**config.mk**
```make
export PLATFORM = sky130hd
export DESIGN_NAME = axil_replay_mstr
export DESIGN_NICKNAME = d
export VERILOG_FILES = /design/src/rtl/axil_replay_mstr.sv
export SDC_FILE = /design/constraint.sdc
export NUM_CORES = 1
export LEC_CHECK = 0
export ABC_AREA = 1
export CAP_MARGIN = 20
export CORE_AREA = 8 8 120 144
export CTS_CLUSTER_SIZE = 12
export DETAILED_ROUTE_END_ITERATION = 10
export DIE_AREA = 0 0 128 152
export MAX_ROUTING_LAYER = met4
export PLACE_DENSITY = 0.76
export SLEW_MARGIN = 30
export SYNTH_ARGS = -nofsm -noshare
export SYNTH_HDL_FRONTEND = slang
export SYNTH_SLANG_ARGS = --single-unit
```
**constraint.sdc**
```tcl
create_clock -name clk -period 1.1 [get_ports clk]
set_input_delay 0.11 -clock clk [delete_from_list [all_inputs] [get_ports clk]]
set_output_delay 0.11 -clock clk [all_outputs]
set_load 0.01 [all_outputs]
```
**src/rtl/axil_replay_mstr.sv**
```systemverilog
// AXI-lite replay initiator: re-issues decoded log entries (AW/W/AR) toward a slave,
// bounds in-flight traffic and forwards read responses. Optional macro: AXIL_REPLAY_ERRCNT_EN.
module axil_replay_mstr #(
    parameter int MAX_OUTSTANDING = 4
) (
    input  logic        clk,
    input  logic        rst,
    input  logic        in_valid,
    output logic        in_ready,
    input  logic [2:0]  in_hdr,
    input  logic [31:0] in_aw,
    input  logic [35:0] in_w,
    input  logic [31:0] in_ar,
    output logic [31:0] awaddr,
    output logic        awvalid,
    input  logic        awready,
    output logic [31:0] wdata,
    output logic [3:0]  wstrb,
    output logic        wvalid,
    input  logic        wready,
    input  logic [1:0]  bresp,
    input  logic        bvalid,
    output logic        bready,
    output logic [31:0] araddr,
    output logic        arvalid,
    input  logic        arready,
    input  logic [31:0] rdata,
    input  logic [1:0]  rresp,
    input  logic        rvalid,
    output logic        rready,
    output logic        rd_valid,
    input  logic        rd_ready,
    output logic [31:0] rd_data,
    output logic [1:0]  rd_resp,
    output logic [3:0]  wr_out,
    output logic [3:0]  rd_out,
    output logic [15:0] err_cnt
);

    typedef enum logic [0:0] {
        IDLE  = 1'b0,
        ISSUE = 1'b1
    } state_t;

    localparam logic [3:0] MAX_C = 4'(MAX_OUTSTANDING);

    state_t      state_r;
    state_t      state_s;
    logic [2:0]  pend_r;
    logic [2:0]  pend_s;
    logic [31:0] aw_r;
    logic [35:0] w_r;
    logic [31:0] ar_r;
    logic        accept_s;
    logic        aw_hs_s;
    logic        w_hs_s;
    logic        ar_hs_s;
    logic        b_hs_s;
    logic        r_hs_s;

    // Saturating up/down in-flight counter; a simultaneous up and down cancels.
    function automatic logic [3:0] cnt_next(input logic [3:0] cnt, input logic inc, input logic dec);
        logic [3:0] res;
        case ({inc, dec})
            2'b10:   res = cnt + 4'd1;
            2'b01:   res = (cnt == 4'd0) ? 4'd0 : cnt - 4'd1;
            default: res = cnt;
        endcase
        return res;
    endfunction

    // Pending bits drive the valids directly, so valids are register outputs.
    assign awvalid = pend_r[0];
    assign wvalid  = pend_r[1];
    assign arvalid = pend_r[2];
    assign awaddr  = aw_r;
    assign wdata   = w_r[31:0];
    assign wstrb   = w_r[35:32];
    assign araddr  = ar_r;

    assign bready   = 1'b1;
    assign rready   = rd_ready;
    assign rd_valid = rvalid;
    assign rd_data  = rdata;
    assign rd_resp  = rresp;

    assign aw_hs_s  = awvalid & awready;
    assign w_hs_s   = wvalid & wready;
    assign ar_hs_s  = arvalid & arready;
    assign b_hs_s   = bvalid & bready;
    assign r_hs_s   = rvalid & rready;
    assign accept_s = in_valid & in_ready;

    // Entry acceptance: only from IDLE and only with headroom on both directions.
    always_comb begin
        in_ready = 1'b0;
        if (!rst && (state_r == IDLE) && (wr_out < MAX_C) && (rd_out < MAX_C)) begin
            in_ready = 1'b1;
        end else begin
            in_ready = 1'b0;
        end
    end

    // Next-state and pending-mask logic; each channel retires on its own handshake.
    always_comb begin
        state_s = state_r;
        pend_s  = pend_r;
        case (state_r)
            IDLE: begin
                if (accept_s) begin
                    pend_s  = in_hdr;
                    state_s = (in_hdr == 3'b000) ? IDLE : ISSUE;
                end else begin
                    state_s = IDLE;
                end
            end
            ISSUE: begin
                pend_s = pend_r & ~{ar_hs_s, w_hs_s, aw_hs_s};
                if (pend_s == 3'b000) begin
                    state_s = IDLE;
                end else begin
                    state_s = ISSUE;
                end
            end
            default: begin
                state_s = IDLE;
                pend_s  = 3'b000;
            end
        endcase
    end

    // State and pending-mask registers.
    always_ff @(posedge clk) begin
        if (rst) begin
            state_r <= IDLE;
            pend_r  <= 3'b000;
        end else begin
            state_r <= state_s;
            pend_r  <= pend_s;
        end
    end

    // Payload capture on accept; held stable while the channel is pending.
    always_ff @(posedge clk) begin
        if (rst) begin
            aw_r <= 32'h0000_0000;
            w_r  <= 36'h0_0000_0000;
            ar_r <= 32'h0000_0000;
        end else if (accept_s) begin
            aw_r <= in_aw;
            w_r  <= in_w;
            ar_r <= in_ar;
        end
    end

    // In-flight counters; responses arriving at zero (e.g. after reset) are absorbed.
    always_ff @(posedge clk) begin
        if (rst) begin
            wr_out <= 4'd0;
            rd_out <= 4'd0;
        end else begin
            wr_out <= cnt_next(wr_out, aw_hs_s, b_hs_s);
            rd_out <= cnt_next(rd_out, ar_hs_s, r_hs_s);
        end
    end

`ifdef AXIL_REPLAY_ERRCNT_EN
    // Saturating add of up to two error events per cycle.
    function automatic logic [15:0] err_next(input logic [15:0] cnt, input logic b_err, input logic r_err);
        logic [16:0] sum;
        sum = {1'b0, cnt} + 17'(b_err) + 17'(r_err);
        return (sum > 17'h0_FFFF) ? 16'hFFFF : sum[15:0];
    endfunction

    logic b_err_s;
    logic r_err_s;

    assign b_err_s = b_hs_s & (bresp != 2'b00);
    assign r_err_s = r_hs_s & (rresp != 2'b00);

    // Error response counter.
    always_ff @(posedge clk) begin
        if (rst) begin
            err_cnt <= 16'h0000;
        end else begin
            err_cnt <= err_next(err_cnt, b_err_s, r_err_s);
        end
    end
`else
    logic unused_resp_s;

    assign unused_resp_s = ^{bresp, rresp};
    assign err_cnt       = 16'h0000;
`endif

endmodule
```
# Yosys cells after proc, flatten, opt, wreduce, memory -nomap -nowiden
# Cells that the tools add are included.
# word_totals
reg_bits,112
latch_bits,0
ram_bits,0
mem_bits_ro,0
input_bits,148
output_inout_bits,165
elab_cells,47
memories,0
# op_classes
n_addsub,4
multipliers,0
n_div,0
order_cmp,2
n_eq_ne,5
shifts,0
n_mux,11
bitwise_logic,8
reduce_logical,10
# op_table
operator,n
one-hot mux 4 bit (2 select lines),2
"adder 4 x 1 -> 4 bit, second input constant",2
logical NOT 4 bit,2
"< comparator 4 x 3 -> 1 bit, second input constant",2
2-to-1 mux 4 bit,2
"subtractor 4 x 1 -> 4 bit, second input constant",2
logical NOT 3 bit,2
one-hot mux 3 bit (2 select lines),1
bitwise AND 1 bit,5
"equality test 2 x 1 -> 1 bit, second input constant",2
"equality test 2 bit, second input constant",2
2-to-1 mux 1 bit,4
nonzero test 2 bit,2
bitwise AND 3 bit,1
logical AND 1 bit,3
2-to-1 mux 3 bit,1
inverter 3 bit,1
"inequality test 2 bit, second input constant",1
one-hot mux 1 bit (2 select lines),1
logical NOT 1 bit,1
inverter 1 bit,1

# Depth between registers and ports, before layout
# Gate-level depths: netlist of the first run.
# logic_depth
depth_word,8
depth_mapped,9
ltp_nobuf,9

# Worst setup path before layout of the first run
# Ideal clock, no wire load.
# synth_path
path_kind,register -> register
start,register pend_r[0]
end,register wr_out[2]
setup_ps,119
t_arrival_ps,1180
required_time_ps,981
path_slack_ps,-199
path_stages_with_launch,9
path_buffers,0
period_less_slack_ps,1299
path_cell_list,dfxtp_1 nand2_1 ha_1 inv_1 o21ai_0 nor2_1 o21ai_0 nand2_1 a21oi_1
# synth_via
elab_chain_len,3
elab_cells_between_ends,5
cone_classes,2 x eq/ne; 1 x mux; 1 x bitwise; 1 x reduce/logical
# synth_rtl
item,line_no,source
start: declaration,49,logic [2:0] pend_r;
start signal: assignment,139,pend_r <= pend_s;
bitwise AND 1 bit (*),87,assign aw_hs_s = awvalid & awready;
equality test 2 x 1 -> 1 bit or equality test 2 bit (tied branches),64,"case ({inc, dec})"
one-hot mux 4 bit (2 select lines) or nonzero test 2 bit (tied branches),--,
end signal: assignment,162,"wr_out <= cnt_next(wr_out, aw_hs_s, b_hs_s);"
end: declaration,35,"output logic [3:0] wr_out,"
# Mark *: on every way between the ends. The rest lies on a longest branch, timed or not.
# A chain may end at the register's enable or synchronous reset.

# Worst setup path after layout of the first run
# layout_path
start,register rd_out[3]
end,register w_r[14]
# layout_via
elab_chain_len,4
# layout_rtl
item,line_no,source
start: declaration,36,"output logic [3:0] rd_out,"
start signal: assignment,163,"rd_out <= cnt_next(rd_out, ar_hs_s, r_hs_s);"
< comparator 4 x 3 -> 1 bit,97,if (!rst && (state_r == IDLE) && (wr_out < MAX_C) && (rd_out < MAX_C)) begin
logical AND 1 bit,97,
2-to-1 mux 1 bit,97,
bitwise AND 1 bit,92,assign accept_s = in_valid & in_ready;
end signal: assignment,151,w_r <= in_w;
end: declaration,52,logic [35:0] w_r;
# No other way between the ends.

==> flow_metrics.py, run 1 <==
metrics = {
    "global_routing": {
        "grt_pass1_vias": 4776,
        "grt_start_max_net_pins": 46,
        "overflow": 0,
        "grt_first_pass_wirelength_um": 23500,
        "groute.usage.overall_pct": 15.3,
        "antenna_found_initial": 1,
    },
    "sta": {
        "hold_viol_final": 0,
        "finClkSkew_ns": 0.0101,
        "max_freq_ghz": 0.750,
        "holdWs_ns": 0.193,
        "drv_slew": 0,
        "setup_violations": 108,
        "rsz0062_at_grt": "true",
        "layout_setup_ws_ns": -0.233,
        "final.period_utilization_pct": 121,
        "min_period_ns": 1.33,
        "fin_setup_tns_ns": -20.06,
    },
    "synthesis": {
        "synth_top_area_share_pct": 46.6,
        "netlist_area_um2": 4820,
        "synth_edf_count": 0,
        "synth.largest_area_cell": "dfxtp_1",
        "synth_common_cells": "nor2_1 (208), dfxtp_1 (112), o21ai_0 (81)",
        "synth_cell_types": 24,
        "synth_area_per_cell_um2": 7.83,
        "ys.flop_type": "dfxtp_1",
        "synth_warnings": 0,
        "yosysSeqAreaShare_pct": 46.6,
        "synth_area_leaders": "dfxtp_1 (47%), nor2_1 (16%), o21ai_0 (8.4%), buf_4 (8.3%), buf_12 (4.2%)",
        "ys_seq_elements": 112,
        "synthArstFlopShare_pct": 0,
        "netlist_instances": 615,
        "synth_most_common_cell": "nor2_1",
    },
    "detailed_routing": {
        "route.antenna.remaining_nets": 0,
        "drtPass1Iterations": 4,
        "drtIter0Drc": 187,
        "totalWireLength_um": 16200,
        "wl_per_cell_um": 15.5,
        "via_per_inst": 4.51,
        "drc": 0,
        "vias": 4699,
    },
    "clock_tree": {
        "cts_made_buffers": 9,
        "clkTransAtPathRegs_ns": 0.07,
        "clock_latency_ns": 0.34,
        "cts.path.max_buffers": 2,
        "cts_root_buf": "clkbuf_16",
        "cts_tree": "built",
        "htree_num_levels": 3,
        "clock_sinks": 112,
    },
    "worst_setup_path": {
        "slowest_stage": "dfxtp_2",
        "worstPathCellList": "nor2_4, buf_6, nand4_4, buf_12, buf_12, buf_4, o21ai_2, nor2_1",
        "r2r_slack_ns": -0.23,
        "regToRegEndpoint": "w_r[14]",
        "rr_startpoint": "rd_out[3]",
        "rr_worst_depth": 8,
        "worstPathArrival_ns": 1.57,
        "cp_max_fo": 7,
        "critPathRequiredTime_ns": 1.34,
        "cp-end-kind": "register",
        "crit_top_cell": "buf_12",
        "cpPeakStageDelay_ns": 0.33,
        "critPathKind": "reg2reg",
        "startpoint": "rd_out[3]",
        "start_kind": "register",
    },
    "worst_hold_path": {
        "hold_start": "rst",
        "worstHoldPathType": "in2reg",
        "hold_depth": 3,
        "holdPathEnd": "pend_r[2]",
    },
    "floorplan": {
        "placementRows": 49,
        "ioPinCount": 313,
        "die-area_um2": 19500,
        "die_width_um": 128,
        "start_util_pct": 32.5,
        "design.core.area_um2": 14800,
        "die_y_um": 152,
    },
    "finish": {
        "final_core_util_pct": 52.2,
        "drive_gt1_share_pct": 20.8,
        "syn2layout_area_growth_pct": 60.9,
        "fin_nets": 986,
    },
    "placed_design": {
        "place_hpwl_um": 11300,
        "io_buffers": 225,
        "gp_congestion": 0.860,
        "dp_slack_ns": -0.533,
    },
    "pwr": {
        "p_leak_nw": 3.29,
        "ir_drop_v": 0.000806,
        "power_density_nw_per_um2": 1410,
    },
    "run_status": {
        "violations": "setup timing",
        "status": "complete, but fails checks",
    },
    "run": {
        "maxCapViolCount": 0,
    },
}
==> metrics by stage <==
stage / area, um^2 / instances / total power, mW
global placement: 7110 / 1013 / 7.47
detailed placement: 7110 / 1013 / 7.52
floorplan: 4960 / 630 / 6.22
finish: 7750 / 1041 / 10.9
CTS: 7370 / 1030 / 10.7
global route: 7750 / 1041 / 11.5
==> registers in the layout, summed over array words and instances (netlist names) <==
name     cells
araddr      32
awaddr      32
pend_r       3
rd_out       4
state_r      1
w_r         36
wr_out       4
==> worst max-delay path by stage <==
| stage | to | slack [ns] | depth (start not counted) |
|---|---|---|---|
| 2_1_floorplan | awaddr[0] | -0.11 | 6 |
| 3_3_place_gp | in_ready | -0.52 | 5 |
| 3_5_place_dp | in_ready | -0.53 | 5 |
| 4_1_cts | w_r[6] | -0.23 | 7 |
| 5_1_grt | awaddr[7] | -0.29 | 8 |
| 6_report | w_r[14] | -0.23 | 8 |
==> power breakdown <==
| group | total, mW | internal [mW] | switching [mW] |
|---|---|---|---|
| clock | 3.35 | 1.84 | 1.51 |
| combinational | 2.89 | 1.50 | 1.39 |
| sequential | 4.65 | 4.44 | 0.212 |
==> placed cells by master (no fill, tap or decap), types with 2 or more instances in the layout <==
| master | count |
|---|---|
| clkdlybuf4s15_2 | 5 |
| dfxtp_2 | 7 |
| inv_6 | 2 |
| dfxtp_4 | 4 |
| buf_2 | 4 |
| ha_1 | 2 |
| nor2_1 | 207 |
| nand2_1 | 23 |
| o21ai_0 | 17 |
| dlygate4sd2_1 | 31 |
| buf_6 | 9 |
| o21ai_2 | 38 |
| clkdlybuf4s50_1 | 110 |
| clkbuf_2 | 22 |
| clkbuf_16 | 16 |
| nand2_2 | 3 |
| ha_4 | 3 |
| conb_1 | 17 |
| clkdlybuf4s15_1 | 50 |
| dfxtp_1 | 101 |
| a21oi_2 | 6 |
| o211ai_1 | 2 |
| a21oi_1 | 9 |
| nand3_1 | 14 |
| nor2_4 | 3 |
| o21ai_1 | 56 |
| buf_12 | 8 |
| inv_1 | 15 |
| nand4_1 | 4 |
| inv_2 | 4 |
| buf_4 | 29 |
==> critical path: cells and delay by family (launching register included) <==
| family | cells | cell delay, ns |
|---|---|---|
| buf+inv | 4 | 0.56 |
| compound gates | 1 | 0.10 |
| flops | 1 | 0.33 |
| simple gates | 3 | 0.23 |
==> final cells by class <==
cell class / instances / area, um^2
fillers: 1407 / 7090
repair buffers: 278 / 2770
diodes: 1 / 2.50
clock buffers: 10 / 239
inverters: 20 / 87.6
well taps: 204 / 255
flip-flops and latches: 112 / 2270
clock inverters: 5 / 63.8
multi-input cells: 411 / 2060
==> routing by layer <==
| layer | vias up | wire (um) | GRT usage, % |
|---|---|---|---|
| met3 | 28 | 1300 | 4.20 |
| met1 | 2133 | 6500 | 16.4 |
| met4 | 0 | 368 | 6.81 |
| li1 | 2344 | - | - |
| met5 | - | 0 | - |
| met2 | 194 | 8020 | 25.9 |
==> logic make-up (layout without fill, tap and decap cells) <==
logic type | after synthesis | in the layout | synth area share (%)
fa+ha+maj | 6 | 6 | 1.56
buf+inv | 107 | 313 | 16.4
simple gates | 258 | 258 | 21.6
flops | 112 | 112 | 46.6
other cells | 2 | 18 | 0.156
compound gates | 130 | 130 | 13.8
==> what timing repair did <==
item / CTS / global route
setup buffers: 2 / 1
setup endpoints to repair: 225 / 181
hold buffers: 0 / 0
resized for setup: 206 / 138
pin swaps: 3 / 4
gates cloned: 0 / 9
(Power assumes the default switching activity.)
==> run 2: changes to the inputs <==
CELL_PAD_IN_SITES_DETAIL_PLACEMENT = 2   (was unset)
CELL_PAD_IN_SITES_GLOBAL_PLACEMENT = 2   (was unset)
CORE_AREA = 8 8 163 196   (was 8 8 120 144)
DIE_AREA = 0 0 171 204   (was 0 0 128 152)
PLACE_DENSITY = unset   (was 0.76)
PLACE_DENSITY_LB_ADDON = 0.1   (was unset)
==> flow_metrics.py, run 2 (synthesis results as in run 1) <==
metrics = {
    "worst_setup_path": {
        "slowest_stage": "dfxtp_2",
        "crit_top_cell": "buf_6",
        "cpPeakStageDelay_ns": 0.34,
        "worstPathCellList": "nor2_4, buf_6, nand4_4, buf_12, buf_16, buf_6, o21ai_2, nor2_1",
        "cp_max_fo": 4,
        "cp-end-kind": "register",
        "critPathRequiredTime_ns": 1.35,
        "worstPathArrival_ns": 1.68,
        "start_kind": "register",
        "critPathKind": "reg2reg",
    },
    "clock_tree": {
        "cts_made_buffers": 9,
        "cts.path.max_buffers": 2,
        "cts_tree": "built",
        "htree_num_levels": 3,
        "clock_sinks": 112,
        "cts_hold_buf": 0,
        "cts_root_buf": "clkbuf_16",
        "clock_latency_ns": 0.36,
        "clkTransAtPathRegs_ns": 0.07,
    },
    "global_routing": {
        "grt_first_pass_wirelength_um": 33500,
        "grt_busiest_layer": "met2",
        "met1_usage_pct": 13.9,
        "overflow": 0,
        "grt_use_met3_pct": 2.78,
        "met2_usage_pct": 23.2,
        "groute.usage.overall_pct": 13.1,
        "grt_pass1_vias": 5573,
        "grt_start_max_net_pins": 43,
        "antenna_found_initial": 1,
    },
    "detailed_routing": {
        "drtPass1Iterations": 4,
        "via_per_inst": 4.03,
        "vias": 5039,
        "route.antenna.remaining_nets": 0,
        "drc": 0,
        "wl_per_cell_um": 19.0,
        "totalWireLength_um": 23700,
        "drtIter0Drc": 128,
    },
    "floorplan": {
        "die_width_um": 171,
        "start_util_pct": 16.6,
        "placementRows": 69,
        "design.core.area_um2": 29000,
        "die-area_um2": 34900,
        "ioPinCount": 313,
        "die_y_um": 204,
    },
    "finish": {
        "syn2layout_area_growth_pct": 83.1,
        "stdcell_count": 1249,
        "drive_gt1_share_pct": 44.4,
        "final_common_cell": "nor2_1",
        "fin_area_um2": 8820,
        "largest-register": "w_r",
        "layout_common_cells": "nor2_1 (180), clkdlybuf4s50_1 (111), dfxtp_1 (84), o21ai_2 (83), clkbuf_2 (37)",
        "fin_nets": 1008,
        "largest_reg_flops": 36,
    },
    "sta": {
        "drv_slew": 0,
        "setup_violations": 113,
        "max_freq_ghz": 0.700,
        "finClkSkew_ns": 0.00866,
        "fin_setup_tns_ns": -28.73,
        "hold_viol_final": 0,
        "layout_setup_ws_ns": -0.328,
        "rsz0062_at_grt": "true",
        "min_period_ns": 1.43,
        "final.period_utilization_pct": 130,
    },
    "placed_design": {
        "place_hpwl_um": 16200,
        "gp_congestion": 0.714,
        "placedCellCount": 1203,
        "io_buffers": 225,
        "placed_area_um2": 7400,
    },
    "worst_hold_path": {
        "worstHoldPathType": "in2out",
    },
    "pwr": {
        "ir_drop_v": 0.000586,
        "p_leak_nw": 3.57,
        "power_mw": 12.0,
        "power_density_nw_per_um2": 1370,
    },
    "run_status": {
        "status": "complete, but fails checks",
        "violations": "setup timing",
    },
    "run": {
        "maxCapViolCount": 0,
    },
}
run 2: changes by cell type in the layout (fill, tap and decap cells not counted), moves of 15 or more:
| cell | before | now |
|---|---|---|
| clkbuf_2 | 22 | 37 |
| buf_6 | 9 | 24 |
| nor2_1 | 207 | 180 |
| dlygate4sd2_1 | 31 | 2 |
| dfxtp_2 | 7 | 24 |
| dfxtp_1 | 101 | 84 |
| buf_2 | 4 | 28 |
| o21ai_1 | 56 | 16 |
| o21ai_2 | 38 | 83 |
| clkdlybuf4s15_1 | 50 | 6 |
| nor2_2 | 1 | 23 |
| clkdlybuf4s15_2 | 5 | 33 |
run 2: layout make-up:
class                   count  area, um^2
fillers                  3279       20200
multi-input cells         411        2510
repair inverters            1        30.0
clock inverters             2        35.0
well taps                 390         488
flip-flops and latches    112        2290
repair buffers            299        3060
diodes                      1        2.50
inverters                  20         119
clock buffers              13         282
run 2: metal layers:
layer  vias to the layer above  part of all wire [%]
li1                       2388                     -
met1                      2485                    40
met2                       140                    54
met3                        26                   4.4
met4                         0                   2.0
met5                         -                     0
run 2: what timing repair did:
| item | in CTS | in global routing |
|---|---|---|
| gates resized for setup | 424 | 245 |
| pin swaps | 6 | 38 |
| endpoints found under the setup margin | 226 | 191 |
| setup buffers | 10 | 7 |
| cloned | 9 | 8 |
| hold endpoints to repair | 0 | 0 |
run 2: path summary, 6_finish.rpt:
kind / startpoint / end / slack (ns) / cells after the start
max: wr_out[2] / awaddr[26] / -0.33 / 8
min: rdata[10] / rd_data[10] / 0.22 / 0
max reg2reg: wr_out[2] / awaddr[26] / -0.33 / 8
min reg2reg: w_r[26] / w_r[26] / 0.47 / 2
run 2: worst max-delay path: cells and delay by family (launching register included):
family,cells,cell delay [ns]
buf+inv,4,0.58
flops,1,0.34
compound gates,1,0.10
simple gates,3,0.30
run 2: through the flow:
step / setup WS [ns] / hold slack, ns / util, %
after global placement: -0.479 / 0.220 / 25.5
final: -0.328 / 0.220 / 30.4
after global routing: -0.407 / 0.220 / 30.4
after floorplan: -0.112 / 0.256 / -
after CTS: -0.383 / 0.220 / 28.8
after detailed placement: -0.522 / 0.220 / 25.5
run 2: power by group:
part / switching, mW / internal, mW
clock: 1.61 / 2.02
combinational: 1.81 / 1.90
sequential: 0.253 / 4.45
